File: config.mk
export PLATFORM = sky130hd
export DESIGN_NAME = rle_block_decoder_flat
export DESIGN_NICKNAME = d
export VERILOG_FILES = /design/src/rtl/rle_block_decoder_if.sv /design/src/rtl/rle_block_decoder.sv /design/src/flat_wrapper.sv
export SDC_FILE = /design/constraint.sdc
export NUM_CORES = 1
export LEC_CHECK = 0
export ABC_AREA = 1
export CELL_PAD_IN_SITES_DETAIL_PLACEMENT = 0
export CELL_PAD_IN_SITES_GLOBAL_PLACEMENT = 2
export CORE_ASPECT_RATIO = 0.5
export CORE_MARGIN = 3
export CORE_UTILIZATION = 30
export DETAILED_ROUTE_END_ITERATION = 10
export PLACE_DENSITY_LB_ADDON = 0.3
export SYNTH_ARGS = -nofsm -noshare
export SYNTH_HDL_FRONTEND = slang
export SYNTH_SLANG_ARGS = --single-unit
File: constraint.sdc
create_clock -name clk -period 7.1 [get_ports clk]
set_input_delay 1.42 -clock clk [delete_from_list [all_inputs] [get_ports clk]]
set_output_delay 1.42 -clock clk [all_outputs]
set_load 0.05 [all_outputs]
File: src/rtl/rle_block_decoder_if.sv
`default_nettype none
// ============================================================================
//  Module      : rle_block_decoder_if
//  Description : Symbol-in / coefficient-out bundle for rle_block_decoder.
//                master = symbol producer and coefficient consumer.
//                slave  = the decoder itself.
//  Signals     : sym_valid/sym_ready/sym_run/sym_level/sym_eob  (symbol in)
//                coef_valid/coef_ready/coef_data/coef_idx/coef_last (out)
//                err_overflow (run overflow pulse)
//  Revision    : 1.0  initial release
// ============================================================================
interface rle_block_decoder_if #(
    parameter int COEF_W = 9
);
    logic                     sym_valid;
    logic                     sym_ready;
    logic [5:0]               sym_run;
    logic signed [COEF_W-1:0] sym_level;
    logic                     sym_eob;
    logic                     coef_valid;
    logic                     coef_ready;
    logic signed [COEF_W-1:0] coef_data;
    logic [5:0]               coef_idx;
    logic                     coef_last;
    logic                     err_overflow;

    modport master (
        output sym_valid, sym_run, sym_level, sym_eob, coef_ready,
        input  sym_ready, coef_valid, coef_data, coef_idx, coef_last, err_overflow
    );

    modport slave (
        input  sym_valid, sym_run, sym_level, sym_eob, coef_ready,
        output sym_ready, coef_valid, coef_data, coef_idx, coef_last, err_overflow
    );
endinterface
`default_nettype wire

File: src/rtl/rle_block_decoder.sv
`default_nettype none
// ============================================================================
//  Module      : rle_block_decoder
//  Description : Converts (run, level) symbols into 8x8 blocks of signed
//                coefficients, de-zigzagged to raster order, and streams each
//                finished block out one coefficient per cycle. Two ping-pong
//                banks allow one block to fill while the other drains.
//  Ports       : clk, rst (sync, active high)
//                bus.slave : symbol input handshake, coefficient output
//                            handshake, err_overflow pulse
//  Option      : RLE_DEC_DC_DPCM_EN - DC value at zigzag 0 is coded as a
//                difference against a saturating running predictor.
//  Revision    : 1.0  initial release
// ============================================================================
module rle_block_decoder #(
    parameter int COEF_W = 9
) (
    input  wire logic            clk,
    input  wire logic            rst,
    rle_block_decoder_if.slave   bus
);

    // Zigzag index -> raster index (standard JPEG order)
    localparam logic [5:0] c_ZZ2R [64] = '{
         0,  1,  8, 16,  9,  2,  3, 10,
        17, 24, 32, 25, 18, 11,  4,  5,
        12, 19, 26, 33, 40, 48, 41, 34,
        27, 20, 13,  6,  7, 14, 21, 28,
        35, 42, 49, 56, 57, 50, 43, 36,
        29, 22, 15, 23, 30, 37, 44, 51,
        58, 59, 52, 45, 38, 31, 39, 46,
        53, 60, 61, 54, 47, 55, 62, 63
    };

    localparam logic [0:0] c_ST_FILL = 1'b0;
    localparam logic [0:0] c_ST_WAIT = 1'b1;
    localparam logic [0:0] c_ST_IDLE = 1'b0;
    localparam logic [0:0] c_ST_SEND = 1'b1;

    // ------------------------------------------------------------------
    // State
    // ------------------------------------------------------------------
    logic signed [COEF_W-1:0] r_mem [2][64];
    logic [63:0]              r_mask [2];
    logic [1:0]               r_full;
    logic                     r_fill_bank;
    logic                     r_rd_bank;
    logic [5:0]               r_zz;
    logic [5:0]               r_r;
    logic                     r_err;
    logic [0:0]               r_fill_state;
    logic [0:0]               w_fill_next;
    logic [0:0]               r_drn_state;
    logic [0:0]               w_drn_next;
`ifdef RLE_DEC_DC_DPCM_EN
    logic signed [COEF_W-1:0] r_dc_pred;
`endif

    // ------------------------------------------------------------------
    // Fill-side datapath
    // ------------------------------------------------------------------
    logic                     w_sym_fire;
    logic [6:0]               w_sum;
    logic                     w_ovf;
    logic                     w_wr;
    logic [5:0]               w_wr_pos;
    logic signed [COEF_W-1:0] w_wr_val;
    logic                     w_complete;
    logic                     w_drain_fire;
    logic                     w_drain_done;

    assign w_sym_fire = bus.sym_valid && (r_fill_state == c_ST_FILL);
    // 7-bit sum so that zz+run > 63 shows up in bit 6
    assign w_sum      = {1'b0, r_zz} + {1'b0, bus.sym_run};
    assign w_ovf      = w_sym_fire && !bus.sym_eob && w_sum[6];
    assign w_wr       = w_sym_fire && !bus.sym_eob && !w_sum[6];
    assign w_wr_pos   = c_ZZ2R[w_sum[5:0]];
    assign w_complete = w_sym_fire && (bus.sym_eob || w_sum[6] || (w_sum == 7'd63));

`ifdef RLE_DEC_DC_DPCM_EN
    logic                     w_is_dc;
    logic signed [COEF_W:0]   w_dc_sum;
    logic                     w_dc_fill;

    assign w_is_dc  = (w_sum == 7'd0);
    assign w_dc_sum = {r_dc_pred[COEF_W-1], r_dc_pred} + {bus.sym_level[COEF_W-1], bus.sym_level};
    // A block that never wrote zigzag 0 gets the predictor stored there at
    // completion, so the drain side needs no special case for raster 0.
    // A zigzag-0 write can never be the completing symbol, so the two never
    // collide.
    assign w_dc_fill = w_complete && !r_mask[r_fill_bank][0];

    always_comb begin
        w_wr_val = bus.sym_level;
        if (w_is_dc) begin
            // Top two bits differ only when the sum left the COEF_W range
            if (w_dc_sum[COEF_W] != w_dc_sum[COEF_W-1]) begin
                w_wr_val = w_dc_sum[COEF_W] ? {1'b1, {(COEF_W-1){1'b0}}}
                                            : {1'b0, {(COEF_W-1){1'b1}}};
            end else begin
                w_wr_val = w_dc_sum[COEF_W-1:0];
            end
        end
    end
`else
    assign w_wr_val = bus.sym_level;
`endif

    // ------------------------------------------------------------------
    // Drain-side handshake
    // ------------------------------------------------------------------
    assign w_drain_fire = (r_drn_state == c_ST_SEND) && bus.coef_ready;
    assign w_drain_done = w_drain_fire && (r_r == 6'd63);

    // ------------------------------------------------------------------
    // Fill FSM
    // ------------------------------------------------------------------
    always_ff @(posedge clk) begin
        if (rst) r_fill_state <= c_ST_FILL;
        else     r_fill_state <= w_fill_next;
    end

    always_comb begin
        w_fill_next = r_fill_state;
        case (r_fill_state)
            c_ST_FILL: begin
                // The other bank can only be full if it is the one draining;
                // if it is being freed on this very edge, keep filling.
                if (w_complete && r_full[~r_fill_bank] &&
                    !(w_drain_done && (r_rd_bank != r_fill_bank))) begin
                    w_fill_next = c_ST_WAIT;
                end
            end
            c_ST_WAIT: begin
                if (w_drain_done && (r_rd_bank == r_fill_bank)) begin
                    w_fill_next = c_ST_FILL;
                end
            end
            default: w_fill_next = c_ST_FILL;
        endcase
    end

    always_comb begin
        bus.sym_ready    = (r_fill_state == c_ST_FILL);
        bus.err_overflow = r_err;
    end

    // ------------------------------------------------------------------
    // Drain FSM
    // ------------------------------------------------------------------
    always_ff @(posedge clk) begin
        if (rst) r_drn_state <= c_ST_IDLE;
        else     r_drn_state <= w_drn_next;
    end

    always_comb begin
        w_drn_next = r_drn_state;
        case (r_drn_state)
            c_ST_IDLE: begin
                if (r_full[r_rd_bank]) w_drn_next = c_ST_SEND;
            end
            c_ST_SEND: begin
                if (w_drain_done) begin
                    w_drn_next = (r_full[~r_rd_bank] ||
                                  (w_complete && (r_fill_bank != r_rd_bank)))
                                 ? c_ST_SEND : c_ST_IDLE;
                end
            end
            default: w_drn_next = c_ST_IDLE;
        endcase
    end

    always_comb begin
        bus.coef_valid = (r_drn_state == c_ST_SEND);
        bus.coef_idx   = r_r;
        bus.coef_last  = (r_drn_state == c_ST_SEND) && (r_r == 6'd63);
        bus.coef_data  = '0;
        if ((r_drn_state == c_ST_SEND) && r_mask[r_rd_bank][r_r]) begin
            bus.coef_data = r_mem[r_rd_bank][r_r];
        end
    end

    // ------------------------------------------------------------------
    // Coefficient storage (validity tracked by the mask, so no reset)
    // ------------------------------------------------------------------
    always_ff @(posedge clk) begin
        if (w_wr) r_mem[r_fill_bank][w_wr_pos] <= w_wr_val;
`ifdef RLE_DEC_DC_DPCM_EN
        if (w_dc_fill) r_mem[r_fill_bank][0] <= r_dc_pred;
`endif
    end

    // ------------------------------------------------------------------
    // Bank bookkeeping, pointers and error flag
    // ------------------------------------------------------------------
    always_ff @(posedge clk) begin
        if (rst) begin
            r_fill_bank <= 1'b0;
            r_rd_bank   <= 1'b0;
            r_zz        <= '0;
            r_r         <= '0;
            r_full      <= '0;
            r_mask[0]   <= '0;
            r_mask[1]   <= '0;
            r_err       <= 1'b0;
`ifdef RLE_DEC_DC_DPCM_EN
            r_dc_pred   <= '0;
`endif
        end else begin
            r_err <= w_ovf;

            if (w_wr) r_mask[r_fill_bank][w_wr_pos] <= 1'b1;
`ifdef RLE_DEC_DC_DPCM_EN
            if (w_wr && w_is_dc) r_dc_pred <= w_wr_val;
            if (w_dc_fill) r_mask[r_fill_bank][0] <= 1'b1;
`endif

            if (w_complete) begin
                r_full[r_fill_bank] <= 1'b1;
                r_fill_bank         <= ~r_fill_bank;
                r_zz                <= '0;
            end else if (w_wr) begin
                r_zz <= w_sum[5:0] + 6'd1;
            end

            // The mask is cleared as the bank is freed, so a bank handed
            // to the fill side is always already clean. Fill and drain
            // never touch the same bank in one cycle.
            if (w_drain_done) begin
                r_full[r_rd_bank] <= 1'b0;
                r_mask[r_rd_bank] <= '0;
                r_rd_bank         <= ~r_rd_bank;
                r_r               <= '0;
            end else if (w_drain_fire) begin
                r_r <= r_r + 6'd1;
            end
        end
    end

endmodule
`default_nettype wire

File: src/flat_wrapper.sv
// flat-port wrapper written by rule: the top's interface ports become plain ports
module rle_block_decoder_flat 
#(
    parameter int COEF_W = 9
)
  (clk, rst, bus_sym_valid, bus_sym_run, bus_sym_level, bus_sym_eob, bus_coef_ready, bus_sym_ready, bus_coef_valid, bus_coef_data, bus_coef_idx, bus_coef_last, bus_err_overflow);
  rle_block_decoder_if #(.COEF_W(COEF_W)) bus_i ();
  input  wire logic clk;
  input  wire logic rst;
  input wire logic [$bits(bus_i.sym_valid)-1:0] bus_sym_valid;
  input wire logic [$bits(bus_i.sym_run)-1:0] bus_sym_run;
  input wire logic [$bits(bus_i.sym_level)-1:0] bus_sym_level;
  input wire logic [$bits(bus_i.sym_eob)-1:0] bus_sym_eob;
  input wire logic [$bits(bus_i.coef_ready)-1:0] bus_coef_ready;
  output wire logic [$bits(bus_i.sym_ready)-1:0] bus_sym_ready;
  output wire logic [$bits(bus_i.coef_valid)-1:0] bus_coef_valid;
  output wire logic [$bits(bus_i.coef_data)-1:0] bus_coef_data;
  output wire logic [$bits(bus_i.coef_idx)-1:0] bus_coef_idx;
  output wire logic [$bits(bus_i.coef_last)-1:0] bus_coef_last;
  output wire logic [$bits(bus_i.err_overflow)-1:0] bus_err_overflow;
  assign bus_i.sym_valid = bus_sym_valid;
  assign bus_i.sym_run = bus_sym_run;
  assign bus_i.sym_level = bus_sym_level;
  assign bus_i.sym_eob = bus_sym_eob;
  assign bus_i.coef_ready = bus_coef_ready;
  assign bus_sym_ready = bus_i.sym_ready;
  assign bus_coef_valid = bus_i.coef_valid;
  assign bus_coef_data = bus_i.coef_data;
  assign bus_coef_idx = bus_i.coef_idx;
  assign bus_coef_last = bus_i.coef_last;
  assign bus_err_overflow = bus_i.err_overflow;
  rle_block_decoder #(.COEF_W(COEF_W)) u_core (.clk(clk), .rst(rst), .bus(bus_i));
endmodule
==> run summary <==
Setup repair after global routing left no endpoint under its margin. Detailed routing inserted a total of 38555 vias. The critical path's largest stage delay is 610 ps, and the maximum frequency from static timing analysis is 163 MHz. The run gives 179 mm as the total length of routed wires. Walking the worst path, the cells encountered are inv_8 -> buf_12 -> o21ai_0 -> o221ai_1 -> nand3_1 -> o211ai_1 -> nand3_1 -> nand3_1 -> nand3_1 -> nor2_1 -> buf_4. The final weighted congestion in routability-driven placement is 0.833, and the power density relative to cell area is 269 mW/mm². The number of flops mapped to enable cells by yosys came out at 1152. The tools report the sort of element at the start of the critical path as a register. For this run, the leading register cell type out of synthesis is sky130_fd_sc_hd__edfxtp_1.

The run gives 0 as the number of setup violations in the final report. The flow ran to the end, and the final reports show no timing, DRC or antenna violations. The number of standard-cell rows in the floorplan was 109; the DRC violation count after routing was 0. The run gives 3 as the maximum clock insertion buffer count. The top cell types in the final layout, fill and taps aside, are sky130_fd_sc_hd__edfxtp_1, sky130_fd_sc_hd__nand2_1, sky130_fd_sc_hd__nand3_1.

The number of clock buffers added by TritonCTS is 131. During placement, the flow inserted port buffers numbering 38. For the via count of the first global-routing pass, the log shows 37524. Max-cap violations in this run came to 0. The slew at the pin with the worst max-slew slack was 1060 ps; the register-to-register setup slack was 2450 ps.

The number of max-slew violations in the final report was 0. Post-synth net total: 4991. The core region is 0.179 mm². In this run the worst path has a maximum fanout of 139. The tools report the leakage power of the design as 20.7 nW. The design draws 16.5 mW.

The die outline width was 609 µm. For this design, the sink count on the clock tree is 1300. For the count of nets after finishing, the log shows 4886. Summed over all nets, the half-perimeter wirelength after detailed placement is 104 mm. The logs give 0.187 mm² for the die outline area and 39 for the number of top-level pins. The critical path is of the reg2out type. The share of synthesized registers carrying an async set or reset works out to 0%. After clock tree synthesis, the flow added hold-fix buffers numbering 0. The tools report the post-synthesis instance area as 0.0545 mm². For the residual antenna-violating net count after detailed routing, the log shows 0.

Measured along the y axis, the die boundary spans 307 µm. Post-CTS repair changed the size of 0 cells. The first detailed-routing pass ran for 7 iterations.

The later pin in the worst-skew pair is clocked with a latency of 760 ps. The number of antenna violations at the first check in global routing is 6. Entering global routing, the biggest net connects 178 pins. Counting distinct cell types in the post-synthesis netlist gives 42.

In this run the mean area of a mapped cell was 11.0 µm². The clock period could shrink to 6140 ps. Measured against its own limit, the worst slew margin works out to 29.3%. In this run the number of H-tree levels came out at 4. The logs give 19.0 ps for the worst clock skew and 3936 for the detailed router's first-iteration violation count. The logs give 0 for the final hold violation count and 262 mm for the global-route wire length before repair. The cell sitting at the root of the clock tree is a sky130_fd_sc_hd__clkbuf_16. The number of setup buffers added after CTS is 0. In this design, the critical path's most frequently occurring cell is sky130_fd_sc_hd__nand3_1. The wire length per cell is 24.4 µm. The run gives 18.8% as the global router's overall resource usage. The fraction of final layout cells with drive strength greater than 1 is 7.32%, and the peak supply drop is 0.000266 V. In the finished design, the share of the clock period the worst path needs comes to 86.4%. For this run, the number of Yosys warnings is 0.

The run gives 69.0% as the sequential-to-total area share from yosys stat. TritonCTS built the clock tree. For this configuration, the core starts out at a cell density of 30.5%. Synthesis produced a netlist whose cell count is 4952. Clock-pin slew was measured on the worst setup and hold paths at 60 ps.

Synthesis inferred 1300 register bits. Using the TritonRoute via totals, the vias-per-cell ratio works out to 5.25. Leaving out fill and tap cells, the most frequent cell in the layout is sky130_fd_sc_hd__edfxtp_1.

The critical path arrival is 4720 ps, and the layout overhead on the synthesized area is 12.8%. After global routing the overflow that remains totals 0. The standard cell with the maximum stage delay on the critical path is sky130_fd_sc_hd__nand3_1. Class of the worst hold path: reg2reg. At the worst endpoint, the required time is 5680 ps. Setup total negative slack on the finished layout was measured at 0 ps. STA classifies the critical path endpoint as an output port.
-- layout make-up --
cell class,count,area [µm²]
Clock inverter,65,667
Antenna cell,3,7.51
Fill cell,17673,117000
Clock buffer,169,3520
Multi-Input combinational cell,3217,15100
Timing Repair Buffer,140,1300
Inverter,57,243
Sequential cell,1300,37600
Tap cell,2386,2990
-- worst paths after layout --
| kind | cells after the start | to | startpoint |
|---|---|---|---|
| min | 2 | u_core.r_mask[0][39] | u_core.r_mask[0][39] |
| max | 11 | bus_coef_data[5] | register |
| max reg2reg | 17 | u_core.r_mem[1][366] | u_core.r_zz[1] |
| min reg2reg | 2 | u_core.r_mask[0][39] | u_core.r_mask[0][39] |
-- synthesized netlist by cell type, types with 10 or more instances --
master                     count  area (µm²)
sky130_fd_sc_hd__o221ai_1     51         447
sky130_fd_sc_hd__o211ai_1     11        82.6
sky130_fd_sc_hd__o22ai_1     137         857
sky130_fd_sc_hd__inv_2        10        37.5
sky130_fd_sc_hd__nand3_1     581        2910
sky130_fd_sc_hd__nand2_1     995        3730
sky130_fd_sc_hd__ha_1         19         238
sky130_fd_sc_hd__a21oi_1     271        1360
sky130_fd_sc_hd__edfxtp_1   1152       34600
sky130_fd_sc_hd__buf_2        44         220
sky130_fd_sc_hd__buf_1        53         199
sky130_fd_sc_hd__buf_4        15         113
sky130_fd_sc_hd__nor2_1      561        2110
sky130_fd_sc_hd__inv_1        46         173
sky130_fd_sc_hd__nand4_1      87         544
sky130_fd_sc_hd__dfxtp_1     148        2960
sky130_fd_sc_hd__a22oi_1      55         413
sky130_fd_sc_hd__o21ai_0     385        1930
sky130_fd_sc_hd__nand2_2      17         106
sky130_fd_sc_hd__clkbuf_1    262         983
-- registers in the layout, summed over array words and instances, names as in the netlist, 2 cells and up, named ones only --
name / cells
u_core.r_mem: 1152
u_core.r_zz: 6
u_core.bus.coef_idx: 6
u_core.r_mask: 128
u_core.r_full: 2
-- routing by layer --
layer | GRT usage, % | up-vias | wire (µm)
met4 | 3.91 | 0 | 2770
met5 | 0 | - | 0
met1 | 27.7 | 19521 | 85100
met2 | 29.0 | 1249 | 80100
met3 | 3.00 | 175 | 11100
li1 | - | 17610 | -
-- report_power, final --
group          total [mW]  switching, mW  internal (mW)
Sequential           8.38         0.0223           8.36
Combinational        1.23          0.981          0.249
Clock                6.94           3.02           3.92
Total                16.5           4.03           12.5
-- through the flow --
step / util [%] / setup WS [ps] / cell area (µm²) / instances / hold slack (ps)
2_1_floorplan: - / 2590 / 54500 / 4952 / 442
6_report: 34.4 / 965 / 61400 / 7337 / 462
3_3_place_gp: 32.1 / 935 / 57300 / 7100 / 449
4_1_cts: 34.4 / 883 / 61400 / 7334 / 463
3_5_place_dp: 32.1 / 881 / 57300 / 7100 / 453
5_1_grt: 34.4 / 748 / 61400 / 7334 / 475
-- critical path: cells and delay by family, from the launching register on --
family | cells | cell delay, ps
buffers and inverters | 3 | 1150
AOI/OAI and AO/OA | 3 | 560
DFF | 1 | 390
and+or+nand+nor | 5 | 1600
-- kinds of logic (layout without fill, tap and decap cells) --
| logic type | after synthesis | count (layout) | synth area share [%] |
|---|---|---|---|
| muxes | 1 | 1 | 0.0184 |
| AOI/OAI and AO/OA | 920 | 920 | 9.48 |
| xor gates and xnor gates | 4 | 4 | 0.0643 |
| other | 0 | 3 | 0 |
| adders and majority gates | 19 | 19 | 0.437 |
| DFF | 1300 | 1300 | 69.0 |
| and+or+nand+nor | 2273 | 2273 | 17.8 |
| buffers and inverters | 435 | 431 | 3.26 |
Note: power is estimated with default switching activity, not from simulation.
